[config.mk]
export PLATFORM = sky130hd
export DESIGN_NAME = tsm_prio_sched
export DESIGN_NICKNAME = d
export VERILOG_FILES = /design/src/rtl/tsm_pkg.sv /design/src/rtl/tsm_prio_arb.sv /design/src/rtl/tsm_prio_sched.sv
export SDC_FILE = /design/constraint.sdc
export NUM_CORES = 1
export LEC_CHECK = 0
export CAP_MARGIN = 30
export CORE_ASPECT_RATIO = 0.6
export CORE_MARGIN = 2
export CORE_UTILIZATION = 55
export DETAILED_ROUTE_END_ITERATION = 7
export DONT_BUFFER_PORTS = 1
export GPL_ROUTABILITY_DRIVEN = 0
export PLACE_DENSITY = 0.78
export SETUP_SLACK_MARGIN = 0.02
export SLEW_MARGIN = 20
export SYNTH_ARGS = -nofsm -noshare
export SYNTH_HDL_FRONTEND = slang
export SYNTH_SLANG_ARGS = --single-unit
[constraint.sdc]
create_clock -name clk -period 1.6 [get_ports clk]
set_input_delay 0.32 -clock clk [delete_from_list [all_inputs] [get_ports clk]]
set_output_delay 0.32 -clock clk [all_outputs]
set_load 0.05 [all_outputs]
[src/rtl/tsm_pkg.sv]
// Shared types and helpers for the TSM transmit scheduler.
package tsm_pkg;

    localparam int STATE_W = 3;

    typedef enum logic [STATE_W-1:0] {
        ST_IDLE      = 3'd0,
        ST_FIFO_CHK  = 3'd1,
        ST_ARB       = 3'd2,
        ST_GRANT     = 3'd3,
        ST_WAIT_FREE = 3'd4
    } tsm_state_e;

    // Ceiling log2 with a floor of 1 so that index/counter vectors never collapse to zero width.
    function automatic int tsm_clog2(input int n);
        int w;
        w = 1;
        while ((64'd1 << w) < 64'(n)) w = w + 1;
        return w;
    endfunction

endpackage

[src/rtl/tsm_prio_arb.sv]
// Combinational one-hot picker for the TSM scheduler.
// Default build: strict priority, lowest set index of req wins.
// With TSM_RR_EN defined: rotating search starting at rr_ptr, wrapping modulo NUM_Q.
module tsm_prio_arb
    import tsm_pkg::*;
#(
    parameter int NUM_Q = 8,
    parameter int IDX_W = tsm_clog2(NUM_Q)
) (
    input  logic [NUM_Q-1:0] req,
    input  logic [IDX_W-1:0] rr_ptr,
    output logic [NUM_Q-1:0] gnt,
    output logic [IDX_W-1:0] winner
);

    logic found;
    int   idx;

`ifndef TSM_RR_EN
    // The rotation pointer only matters in round-robin builds.
    logic rr_ptr_unused;
    assign rr_ptr_unused = ^rr_ptr;
`endif

    // Find the first requesting queue in search order and encode it one-hot.
    always_comb begin
        // NOTE: every output gets a default before any conditional assignment, so no latch is inferred.
        gnt    = '0;
        winner = '0;
        found  = 1'b0;
        idx    = 0;
`ifdef TSM_RR_EN
        for (int k = 0; k < NUM_Q; k++) begin
            idx = (int'(rr_ptr) + k) % NUM_Q;
            if (!found && req[idx]) begin
                found  = 1'b1;
                winner = IDX_W'(idx);
            end
        end
`else
        for (int i = 0; i < NUM_Q; i++) begin
            if (!found && req[i]) begin
                found  = 1'b1;
                winner = IDX_W'(i);
            end
        end
`endif
        if (found) gnt[winner] = 1'b1;
    end

endmodule

[src/rtl/tsm_prio_sched.sv]
// TSM transmit scheduler: picks one gate-valid queue per transmit slot and
// issues a one-cycle one-hot grant, with test-start gating, an outport-free
// watchdog, a busy flag and a wrapping grant counter.
// Optional feature macro: TSM_RR_EN (round-robin arbitration instead of strict priority).
module tsm_prio_sched
    import tsm_pkg::*;
#(
    parameter int NUM_Q       = 8,
    parameter int USEDW_W     = 7,
    parameter int FIFO_THRESH = 5,
    parameter int TIMEOUT_CYC = 4096,
    parameter int CNT_W       = 32
) (
    input  logic               clk,
    input  logic               rst_n,
    input  logic [NUM_Q-1:0]   in_tsm_valid,
    input  logic               in_tsm_outport_free,
    input  logic               in_tsm_test_start,
    input  logic [USEDW_W-1:0] in_tsm_fifo_usedw,
    output logic [NUM_Q-1:0]   out_tsm_selected,
    output logic               out_tsm_busy,
    output logic               out_tsm_timeout,
    output logic [CNT_W-1:0]   out_tsm_grant_cnt
);

    localparam int IDX_W  = tsm_clog2(NUM_Q);
    localparam int WAIT_W = tsm_clog2((TIMEOUT_CYC > 1) ? TIMEOUT_CYC : 2);
    // The counter starts at 0 in the first WAIT_FREE cycle, so comparing the
    // pre-increment value against TIMEOUT_CYC-2 makes the pulse land exactly
    // TIMEOUT_CYC cycles after the GRANT cycle.
    localparam logic [WAIT_W-1:0] EXPIRE_AT = WAIT_W'((TIMEOUT_CYC >= 2) ? TIMEOUT_CYC - 2 : 0);

    tsm_state_e         state_q, state_d;
    logic [NUM_Q-1:0]   sel_q, sel_d;
    logic               to_q, to_d;
    logic [WAIT_W-1:0]  wait_q, wait_d;
    logic [CNT_W-1:0]   cnt_q, cnt_d;
    logic [IDX_W-1:0]   rr_q, rr_d;
    logic [NUM_Q-1:0]   arb_gnt;
    logic [IDX_W-1:0]   arb_winner;
    logic               fifo_ok;
    logic               expire;

    tsm_prio_arb #(
        .NUM_Q (NUM_Q),
        .IDX_W (IDX_W)
    ) u_arb (
        .req    (in_tsm_valid),
        .rr_ptr (rr_q),
        .gnt    (arb_gnt),
        .winner (arb_winner)
    );

    assign fifo_ok = (in_tsm_fifo_usedw <= USEDW_W'(FIFO_THRESH));
    assign expire  = (TIMEOUT_CYC != 0) && (wait_q == EXPIRE_AT);

    // Next-state and next-output logic; dropping test_start overrides every other transition.
    always_comb begin
        state_d = state_q;
        sel_d   = '0;
        to_d    = 1'b0;
        wait_d  = wait_q;
        cnt_d   = cnt_q;
        rr_d    = rr_q;
        if (!in_tsm_test_start) begin
            state_d = ST_IDLE;
            wait_d  = '0;
        end else begin
            case (state_q)
                ST_IDLE: state_d = ST_FIFO_CHK;
                ST_FIFO_CHK: begin
                    if (fifo_ok) state_d = ST_ARB;
                end
                ST_ARB: begin
                    if (|in_tsm_valid) begin
                        sel_d   = arb_gnt;
                        cnt_d   = cnt_q + CNT_W'(1);
                        rr_d    = (int'(arb_winner) == NUM_Q - 1) ? '0 : arb_winner + IDX_W'(1);
                        state_d = ST_GRANT;
                    end
                end
                ST_GRANT: begin
                    state_d = ST_WAIT_FREE;
                    wait_d  = '0;
                end
                ST_WAIT_FREE: begin
                    if (in_tsm_outport_free) begin
                        state_d = ST_FIFO_CHK;
                        wait_d  = '0;
                    end else if (expire) begin
                        to_d    = 1'b1;
                        state_d = ST_FIFO_CHK;
                        wait_d  = '0;
                    end else begin
                        wait_d  = wait_q + WAIT_W'(1);
                    end
                end
                default: state_d = ST_IDLE;
            endcase
        end
    end

    // State and registered-output flops.
    always_ff @(posedge clk or negedge rst_n) begin
        if (!rst_n) begin
            state_q <= ST_IDLE;
            sel_q   <= '0;
            to_q    <= 1'b0;
            wait_q  <= '0;
            cnt_q   <= '0;
            rr_q    <= '0;
        end else begin
            // NOTE: non-blocking assignments keep every flop updating from pre-edge values.
            state_q <= state_d;
            sel_q   <= sel_d;
            to_q    <= to_d;
            wait_q  <= wait_d;
            cnt_q   <= cnt_d;
            rr_q    <= rr_d;
        end
    end

    assign out_tsm_selected  = sel_q;
    assign out_tsm_timeout   = to_q;
    assign out_tsm_grant_cnt = cnt_q;
    assign out_tsm_busy      = (state_q == ST_GRANT) || (state_q == ST_WAIT_FREE);

endmodule

==> summary.md, run 1 <==
| Metric | Value |
|---|---|
| Post-DP HPWL | `4900 µm` |
| CP Class | `reg -> reg` |
| Most frequent cell after synthesis | `dfrtp_1` |
| Worst VDD drop | `0.429 mV` |
| Slew @ Worst Pin | `525 ps` |
| IO buf count | `0` |
| All-Layer GR Usage | `0.266` |
| Number of enable flip-flop cells after synthesis | `0` |
| Reg power frac | `0.563` |
| CP arrival | `1950 ps` |
| Number of max-cap violations | `0` |
| DRC Markers | `0` |
| Clock power share | `0.352` |
| CTS Root Cell | `clkbuf_8` |
| Largest net degree at the start of global routing | `57` |
| Post-route cell area | `3780 µm²` |
| Min Hold Slack | `-304 ps` |
| Top routing layer used | `met4` |
| Pwr dens | `687 nW/µm²` |
| Std cell rows | `19` |
| DRT antenna net count | `0` |
| Fin crit period | `1730 ps` |
| Comb pwr share | `0.085` |
| Net load switching power | `0.000599 W` |
| Die area | `5510 µm²` |
| Hold Vio Cnt, Final | `56` |
| Leakage power total | `1.80 nW` |
| Setup violations, final | `22` |
| Nets@finish | `372` |
| TritonCTS buffer count | `5` |
| Area contributors post-synth | `dfrtp_1 (52%), xnor2_1 (6.8%), nand2_1 (3.5%), nand3_1 (3.3%), xor2_1 (3.2%)` |
| Synth async-reset ratio | `1.00` |
| Crit path required time | `1830 ps` |
| DP Area | `3380 µm²` |
| Hold Crit Class | `in -> async` |
| CP Capture Type | `flip-flop` |
| Sw frac | `0.231` |
| Internal Pwr Total | `0.00200 W` |
| CTS max path bufs | `2` |
| CTS tree | `yes` |
| Area grow syn2layout | `39.9%` |
| Avg Synthesized Cell Area | `10.4 µm²` |
| Top cells by count, synth | `dfrtp_1 (56), nand2_1 (25), nor2_1 (21), xnor2_1 (21), nand3_1 (18)` |
| Core area | `4660 µm²` |
| Yosys warns | `0` |
| Ports | `61` |
| Die width | `94.5 µm` |
| Metal1 wirelength | `3160 µm` |
| Total grt overflow | `0` |
| PnR worst setup slack | `-128 ps` |
| Cell Area, Synth | `2700 µm²` |
| Share of post-route cells with drive strength above 1 | `0.447` |
| Slew margin rel. | `0.650` |
| Routed wl met2 | `3540 µm` |
| RSZ-0062 raised after global routing | `yes` |
| Syn nets | `282` |
| Initial core utilization | `0.580` |
| Sequential share of the synthesized area | `0.519` |
| Routed vias | `2469` |
| Met3 wire length | `616 µm` |
| Status | `complete, but fails checks` |
| Leading area contributor after synthesis | `dfrtp_1` |
| Avg Vias per Cell | `5.96` |
| Final clock skew | `13.7 ps` |
| Initial antenna violation count | `0` |
| Distinct cells, synth | `44` |
| Max Fclk | `579 MHz` |
| DRT iter0 DRCs | `214` |
| Vias in the first global route | `2369` |
| Die Y | `58.3 µm` |
| Initial DRT Pass Iterations | `5` |
| Crit path launch type | `flip-flop` |
| H-tree levels | `2` |
| Period utilization | `1.08` |
| Violated checks | `hold timing, setup timing` |
| WL/cell | `18.0 µm` |
| Final max-slew violation count | `0` |
| Worst skew pair latency | `300 ps` |
| Synthesized instance count | `260` |
| Drt total wl | `7470 µm` |
| Global-route wire length before repair | `11300 µm` |
| Antenna diode count | `0` |
| Synth top area share | `0.519` |
| #FFs+latches synth | `56` |
| CP Max Fanout | `8` |
| Ys flop type | `dfrtp_1` |
| Clock-pin transition on the worst setup and hold timing paths | `100 ps` |
| Clk sinks | `56` |
==> sequential cells by signal, summed over array words and instances, names as in the netlist <==
register,flops
out_tsm_grant_cnt,32
out_tsm_selected,8
out_tsm_timeout,1
state_q,3
wait_q,12
==> per-stage QoR <==
stage          setup WS (ps)  instances  setup TNS (ps)  power, W   util
2_1_floorplan           -272        260           -3140   0.00162      -
3_3_place_gp            -168        390           -3280   0.00168  0.726
3_5_place_dp            -249        390           -4950   0.00168  0.726
4_1_cts                 -111        403            -989   0.00260  0.769
5_1_grt                 -186        414           -3630   0.00269  0.811
6_report                -128        414           -1410   0.00260  0.811
==> area by class of cell <==
class                           instances  area, µm²
Fill cell                             259        878
Inverter                                5       18.8
Multi-Input combinational cell        196       1480
Sequential cell                        56       1420
Tap cell                               63       78.8
Clock buffer                            7       76.3
Clock inverter                          1       30.0
Timing Repair Buffer                   86        672
==> cell usage in the layout, fill, tap and decap left out, types with 3 or more instances in the layout <==
cell type / count
a21oi_1: 7
a21oi_2: 3
a31oi_1: 4
and3_1: 7
and4_4: 3
buf_4: 79
buf_6: 7
clkbuf_8: 5
dfrtp_1: 38
dfrtp_2: 18
inv_1: 5
nand2_1: 21
nand2_2: 3
nand3_1: 13
nand3_2: 4
nand4_1: 11
nor2_1: 15
nor2_4: 5
nor3_1: 6
nor4_4: 4
o21ai_0: 7
o21ai_1: 3
o21ai_2: 4
or4_4: 3
xnor2_1: 21
xor2_1: 9
==> timing repair <==
action	in CTS	in global routing
endpoints found under the hold margin	56	56
buffers inserted	6	10
resized for setup	13	33
gates cloned	0	1
pin swaps	10	18
endpoints found under the setup margin	28	36
==> worst max-delay path, stage by stage (launching register included) <==
cell      delay [ps]
dfrtp_1          390
and4bb_2         340
o21ai_4          130
or4_4            480
nor2_4           130
xor2_1           180
==> kinds of logic after synthesis <==
kind of cell    Yosys count  share of synthesized area
compound gates           43                      0.101
xor+xnor                 31                      0.100
fa+ha+maj                 3                     0.0139
buf+inv                   8                     0.0111
flops                    56                      0.519
simple gates            119                      0.255
==> metal layers <==
layer / GRT usage / up-vias
li1: - / 1118
met1: 0.362 / 1198
met2: 0.437 / 135
met3: 0.0704 / 18
met4: 0.0642 / 0
met5: 0 / -
==> power groups by stage <==
stage                     registers, W   logic, W  clock network [W]
final                          0.00146   0.000221           0.000915
after global routing           0.00146   0.000235           0.000992
after CTS                      0.00146   0.000215           0.000925
after detailed placement       0.00149   0.000196                  0
after global placement         0.00149   0.000191                  0
after floorplan                0.00155  0.0000688                  0
==> worst paths after layout <==
path                                       from               endpoint  slack (ps)  cells after the start
worst max-delay path                 state_q[0]  out_tsm_grant_cnt[20]        -130                      5
min in group clk                in_tsm_valid[6]    out_tsm_selected[6]         150                      1
max in group asynchronous                 rst_n   out_tsm_grant_cnt[2]        1780                      0
worst min register to register        wait_q[9]              wait_q[9]         520                      1
worst min-delay path                      rst_n   out_tsm_grant_cnt[9]        -300                      0
worst max register to register       state_q[0]  out_tsm_grant_cnt[20]        -130                      5
(Power assumes the default switching activity.)
==> run 2: changes to the inputs <==
Settings changed: CAP_MARGIN 30 to not set.
==> results of run 2 <==
Final layout, timing and power as in run 1 (identical DEF).
